File: src/rtl/lsu_pkg.sv
// Shared types and helpers for the load/store unit.
// MemOp encodings follow the RISC-V funct3 field.
package lsu_pkg;

  localparam logic [2:0] MOP_B  = 3'b000;
  localparam logic [2:0] MOP_H  = 3'b001;
  localparam logic [2:0] MOP_W  = 3'b010;
  localparam logic [2:0] MOP_BU = 3'b100;
  localparam logic [2:0] MOP_HU = 3'b101;

  typedef enum logic [1:0] {
    S_IDLE,
    S_REQ,
    S_WAIT,
    S_RESP
  } lsu_state_t;

  // 1 when the op is legal for the direction and the address is aligned
  function automatic logic access_ok(
    input logic       wr,
    input logic [2:0] op,
    input logic [1:0] lo
  );
    logic ok;
    case (op)
      MOP_B:   ok = 1'b1;
      MOP_H:   ok = ~lo[0];
      MOP_W:   ok = (lo == 2'b00);
      MOP_BU:  ok = ~wr;
      MOP_HU:  ok = ~wr & ~lo[0];
      default: ok = 1'b0;
    endcase
    return ok;
  endfunction

endpackage

File: src/rtl/lsu_align.sv
// Byte-lane alignment: store mask/data replication and
// load extraction with sign or zero extension.
module lsu_align
  import lsu_pkg::*;
(
  input  logic [2:0]  op,
  input  logic [1:0]  addr_lo,
  input  logic [31:0] wdata,
  input  logic [31:0] rword,
  output logic [3:0]  wmask,
  output logic [31:0] wdata_al,
  output logic [31:0] rdata
);

  logic [31:0] shifted;

  assign shifted = rword >> {addr_lo, 3'b000};

  always_comb begin
    wmask    = 4'b0000;
    wdata_al = '0;
    case (op)
      MOP_B: begin
        wmask    = 4'b0001 << addr_lo;
        wdata_al = {4{wdata[7:0]}};
      end
      MOP_H: begin
        wmask    = 4'b0011 << addr_lo;
        wdata_al = {2{wdata[15:0]}};
      end
      MOP_W: begin
        wmask    = 4'b1111;
        wdata_al = wdata;
      end
      default: ;
    endcase
  end

  always_comb begin
    rdata = '0;
    case (op)
      MOP_B:   rdata = {{24{shifted[7]}}, shifted[7:0]};
      MOP_H:   rdata = {{16{shifted[15]}}, shifted[15:0]};
      MOP_W:   rdata = shifted;
      MOP_BU:  rdata = {24'h0, shifted[7:0]};
      MOP_HU:  rdata = {16'h0, shifted[15:0]};
      default: rdata = '0;
    endcase
  end

endmodule

File: src/rtl/lsu.sv
// Load/store unit: one handshaked transaction at a time
// between the execute stage and the data memory bus.
module lsu
  import lsu_pkg::*;
#(
  parameter int ADDR_W = 32,
  parameter int DATA_W = 32
) (
  input  logic              clk,
  input  logic              rst,
  input  logic              req_valid,
  output logic              req_ready,
  input  logic              req_wr,
  input  logic [2:0]        req_op,
  input  logic [ADDR_W-1:0] req_addr,
  input  logic [DATA_W-1:0] req_wdata,
  output logic              resp_valid,
  input  logic              resp_ready,
  output logic [DATA_W-1:0] resp_rdata,
  output logic              resp_err,
  output logic              mem_req_valid,
  input  logic              mem_req_ready,
  output logic [ADDR_W-1:0] mem_req_addr,
  output logic              mem_req_wen,
  output logic [3:0]        mem_req_wmask,
  output logic [DATA_W-1:0] mem_req_wdata,
  input  logic              mem_rsp_valid,
  input  logic [DATA_W-1:0] mem_rsp_rdata,
  input  logic              mem_rsp_err
);

  lsu_state_t state;
  logic       wr_q;
  logic [2:0] op_q;
  logic [1:0] lo_q;

  logic [2:0]  al_op;
  logic [1:0]  al_lo;
  logic [3:0]  al_wmask;
  logic [31:0] al_wdata;
  logic [31:0] al_rdata;
  logic        ok;

  // Store path uses the live request, load path the latched one
  assign al_op = (state == S_IDLE) ? req_op : op_q;
  assign al_lo = (state == S_IDLE) ? req_addr[1:0] : lo_q;
  assign ok    = access_ok(req_wr, req_op, req_addr[1:0]);

  lsu_align u_align (
    .op       (al_op),
    .addr_lo  (al_lo),
    .wdata    (req_wdata),
    .rword    (mem_rsp_rdata),
    .wmask    (al_wmask),
    .wdata_al (al_wdata),
    .rdata    (al_rdata)
  );

  always_ff @(posedge clk or posedge rst) begin
    if (rst) begin
      state         <= S_IDLE;
      wr_q          <= 1'b0;
      op_q          <= 3'b000;
      lo_q          <= 2'b00;
      req_ready     <= 1'b1;
      resp_valid    <= 1'b0;
      resp_err      <= 1'b0;
      resp_rdata    <= '0;
      mem_req_valid <= 1'b0;
      mem_req_addr  <= '0;
      mem_req_wen   <= 1'b0;
      mem_req_wmask <= 4'b0000;
      mem_req_wdata <= '0;
    end else begin
      case (state)
        S_IDLE: begin
          if (req_valid) begin
            wr_q      <= req_wr;
            op_q      <= req_op;
            lo_q      <= req_addr[1:0];
            req_ready <= 1'b0;
            if (!ok) begin
              resp_valid <= 1'b1;
              resp_err   <= 1'b1;
              resp_rdata <= '0;
              state      <= S_RESP;
            end else begin
              mem_req_valid <= 1'b1;
              mem_req_addr  <= {req_addr[ADDR_W-1:2], 2'b00};
              mem_req_wen   <= req_wr;
              mem_req_wmask <= req_wr ? al_wmask : 4'b0000;
              mem_req_wdata <= req_wr ? al_wdata : '0;
              state         <= S_REQ;
            end
          end
        end
        S_REQ: begin
          if (mem_req_ready) begin
            mem_req_valid <= 1'b0;
            state         <= S_WAIT;
          end
        end
        S_WAIT: begin
          if (mem_rsp_valid) begin
            resp_valid <= 1'b1;
            resp_err   <= mem_rsp_err;
            resp_rdata <= (mem_rsp_err || wr_q) ? '0 : al_rdata;
            state      <= S_RESP;
          end
        end
        S_RESP: begin
          if (resp_ready) begin
            resp_valid <= 1'b0;
            resp_err   <= 1'b0;
            resp_rdata <= '0;
            req_ready  <= 1'b1;
            state      <= S_IDLE;
          end
        end
        default: state <= S_IDLE;
      endcase
    end
  end

endmodule

File: config.mk
export PLATFORM = sky130hd
export DESIGN_NAME = lsu
export DESIGN_NICKNAME = d
export VERILOG_FILES = /design/src/rtl/lsu_pkg.sv /design/src/rtl/lsu_align.sv /design/src/rtl/lsu.sv
export SDC_FILE = /design/constraint.sdc
export NUM_CORES = 1
export LEC_CHECK = 0
export ABC_AREA = 0
export BUFFER_PORTS_ARGS = -buffer_cell sky130_fd_sc_hd__buf_2
export CAP_MARGIN = 15
export CORE_ASPECT_RATIO = 0.6
export CORE_MARGIN = 3
export CORE_UTILIZATION = 45
export DETAILED_ROUTE_END_ITERATION = 8
export PLACE_DENSITY = 0.73
export SYNTH_ARGS = -nofsm -noshare
export SYNTH_HDL_FRONTEND = slang
export SYNTH_HIERARCHICAL = 1
export SYNTH_SLANG_ARGS = --single-unit
File: constraint.sdc
create_clock -name clk -period 5.15 [get_ports clk]
set_clock_uncertainty 0.15 [all_clocks]
set_input_delay 1.2875 -clock clk [delete_from_list [all_inputs] [get_ports clk]]
set_output_delay 1.2875 -clock clk [all_outputs]
set_load 0.02 [all_outputs]
==> results.ini <==
[global_route]
grt_overflow_total=0
first_global_vias=4958
number_of_antenna_violations_at_the_first_check_in_global_routing=0
global_route.peak_usage_layer=met1
gr-usage-met3=0.06639
pin_count_of_the_biggest_net_entering_global_routing=84
groute.usage.overall=0.2302
gr-usage-met1=0.3425
grt_first_pass_wirelength_um=26450
use_met2=0.3415

[worst_setup_path]
crit_path_end_kind=flop
startpoint_of_the_worst_register_to_register_path=state[0]
worst-endpoint-required_ns=5.24
critical_path.max_fanout=38
timing.critical_path.from_type=input port
rr_endpoint=resp_rdata[16]
cp.arrival_ns=3.57
worst_r2r_path_depth=7
critical_path.startpoint=req_addr[0]
setup.reg_to_reg.worst_slack_ns=1.67
critical_path_class=in2reg

[flow_run]
cap_viol_max_count=0

[floorplanning]
die_w_um=153.9
die_area_um2=14590
rows=31
boundaryPins=212
floorplan.initialDensity=0.4745
core_area_um2=12450
die_height_um=94.76

[power]
power.total_uw=4692
internal_power_uw=2519
total_leakage_power_uw=0.003670
worst_ir_drop_vdd_v=0.0003294
power.switching_uw=2173
p_per_area_nw_per_um2=648.4
switching_fraction=0.4632
share_clk_of_total_power=0.148
pwr-share-comb=0.557
seq_power_share=0.295

[synthesis]
synth.distinct_cells=43
syn_avg_cell_area_um2=10.22
synth_cells=578
synth.cell_area_um2=5908
ys_warns=6
synth_edf_count=0
synth-seq-cells=111
synth-main-ff-cell=dfrtp_1
ys_seq_area_frac=0.4704
async_flop_share=1.000

[clock_tree]
cts.clk_slew.worst_paths_ns=0.08
insertion_delay_ns=0.34
cell_at_the_root_of_the_clock_tree=clkbuf_16
clkSinkCount=111
postCtsHoldBufs=0
cts_made_buffers=9
cts.path.max_buffers=2
cts_max_level=3
cts_post_setup_buffers_inserted=0
cts-resized-gates=0
cts_tree=done

[hold_path]
hp_start=mem_req_wdata[13]
holdPathEnd=mem_req_wdata[13]
hold_depth=2
hold_class=reg2reg

[placement]
detailed_place_hpwl_um=12900
port_buffers=209
gp_congestion=0.9471
place_ws_ns=1.328
dp_cells=910

[final_layout]
area_growth_syn_to_layout_pct=22.47
finalNonFillerCells=927
diodes=0
fill_cells=1066
share_of_layout_cells_above_drive_strength_1=0.3766
fin_nets=868

[drt]
finalWirelength_um=17270
initialDrtViolationCount=344
avgViaCountPerCell=5.474
wl_per_cell_um=18.63
drt_drc_violations_left=0
num_vias=5074
drtAntennaViolNets=0
firstDrtPassIters=5

[timing]
fin_crit_sh=0.6766
slew_headroom=0.4467
finalSetupViolCount=0
clock_period_minus_worst_slack_ns=3.485
worst-slew-pin-transition_ns=0.8283
setup_total_negative_slack_ns=0
hold_viol_final=0
max_slew_violation_total_from_the_final_report=0
max_freq_mhz=287.0
rsz0062_at_grt=no
fin_ws_ns=1.665

[run_status]
run_status=finished, final reports clean

## synth_stat cells, types with 7 or more instances
cell | number | area [µm²]
dfrtp_1 | 110 | 2753
clkbuf_1 | 13 | 48.80
a21oi_1 | 32 | 160.2
a2bb2oi_1 | 7 | 61.31
a22o_1 | 32 | 280.3
nor2_1 | 9 | 33.78
mux2_4 | 17 | 255.2
nand2b_1 | 12 | 75.07
o21ai_0 | 40 | 200.2
o211ai_1 | 8 | 60.06
nand2_1 | 108 | 405.4
buf_2 | 16 | 80.08
buf_4 | 10 | 75.07
nor2b_1 | 11 | 68.82
a21o_1 | 16 | 120.1
o21ai_1 | 9 | 45.04
nand3_1 | 9 | 45.04
buf_6 | 9 | 101.4
and2_1 | 9 | 56.30
mux2_2 | 25 | 281.5
mux2i_1 | 19 | 190.2
a211oi_1 | 14 | 105.1
## cells in the final DEF (no fill, tap or decap), drive strengths merged, types with 3 or more instances in the layout
cell type	synthesis	routed
buf	36	216
nand2	111	111
dfrtp	110	110
o21ai	49	49
mux2	43	43
a22o	32	32
a21oi	32	32
mux2i	19	19
a21o	16	16
a211oi	14	14
inv	6	13
nand2b	12	12
nor2b	11	11
nor2	9	9
nand3	9	9
clkbuf	13	9
and2	9	9
o211ai	8	8
o221ai	8	8
a2bb2oi	7	7
o21a	5	5
ha	4	4
nor3	3	3
## kinds of logic (layout without fill, tap and decap cells)
kind of cell	count (synthesis)	after routing	share of synthesized area
flip-flops	111	111	0.4704
adder cells (fa/ha/maj)	4	4	0.008471
other	1	2	0.0006347
multiplexers	63	63	0.1288
AO/OA/AOI/OAI	175	175	0.2022
AND/OR/NAND/NOR	169	169	0.1334
buffers and inverters	55	238	0.05612
## power groups by stage
stage               registers, µW  logic [µW]  clock network, µW
floorplan                    1740        1610                  0
global route                 1420        2830                752
global placement             1380        2520                  0
finish                       1380        2610                693
detailed placement           1400        2580                  0
CTS                          1380        2600                711
## cell type report
class	count	area, µm²	share of cell area
multi-input cells	413	2815	0.3891
inverters	6	25.02	0.003458
well taps	165	206.4	0.02853
repair buffers	216	1119	0.1546
clock inverters	7	66.31	0.009165
clock buffers	9	225.2	0.03113
flip-flops and latches	111	2779	0.3841
## metal layers
metal / vias up / share of wire / wire length, µm
li1: 2399 / - / -
met1: 2423 / 0.47 / 8120
met2: 239 / 0.43 / 7413
met3: 13 / 0.096 / 1656
met4: 0 / 0.0047 / 82
met5: - / 0 / 0
## worst max-delay path: stages
cell      delay [ns]
buf_2           0.14
mux2_2          0.71
mux4_2          0.61
nand2_2         0.36
o221ai_1        0.22
a22o_1          0.23
## worst max-delay path by stage
stage	end	slack (ns)	depth (start not counted)
finish	resp_rdata[16]	1.67	6
global route	resp_rdata[20]	1.46	7
CTS	resp_rdata[16]	1.70	6
detailed placement	resp_rdata[8]	1.33	6
global placement	resp_rdata[17]	1.39	6
floorplan	lo_q[0]	0.78	1
## through the flow
stage / hold WS, ns / area [µm²] / utilization
floorplan: 0.3253 / 5912 / -
global placement: 0.3096 / 6917 / 0.5555
detailed placement: 0.3164 / 6917 / 0.5555
CTS: 0.3344 / 7208 / 0.5789
global route: 0.3566 / 7236 / 0.5811
finish: 0.3281 / 7236 / 0.5811
## registers in the layout, summed over array words and instances, names as in the netlist
name and count:
lo_q 2, resp_err 1, mem_req_wdata 32, wr_q 1, state 2, op_q 3
mem_req_wen 1, req_ready 1, mem_req_wmask 4, mem_req_valid 1, resp_rdata 32, mem_req_addr 30
resp_valid 1
(Power assumes the default switching activity.)
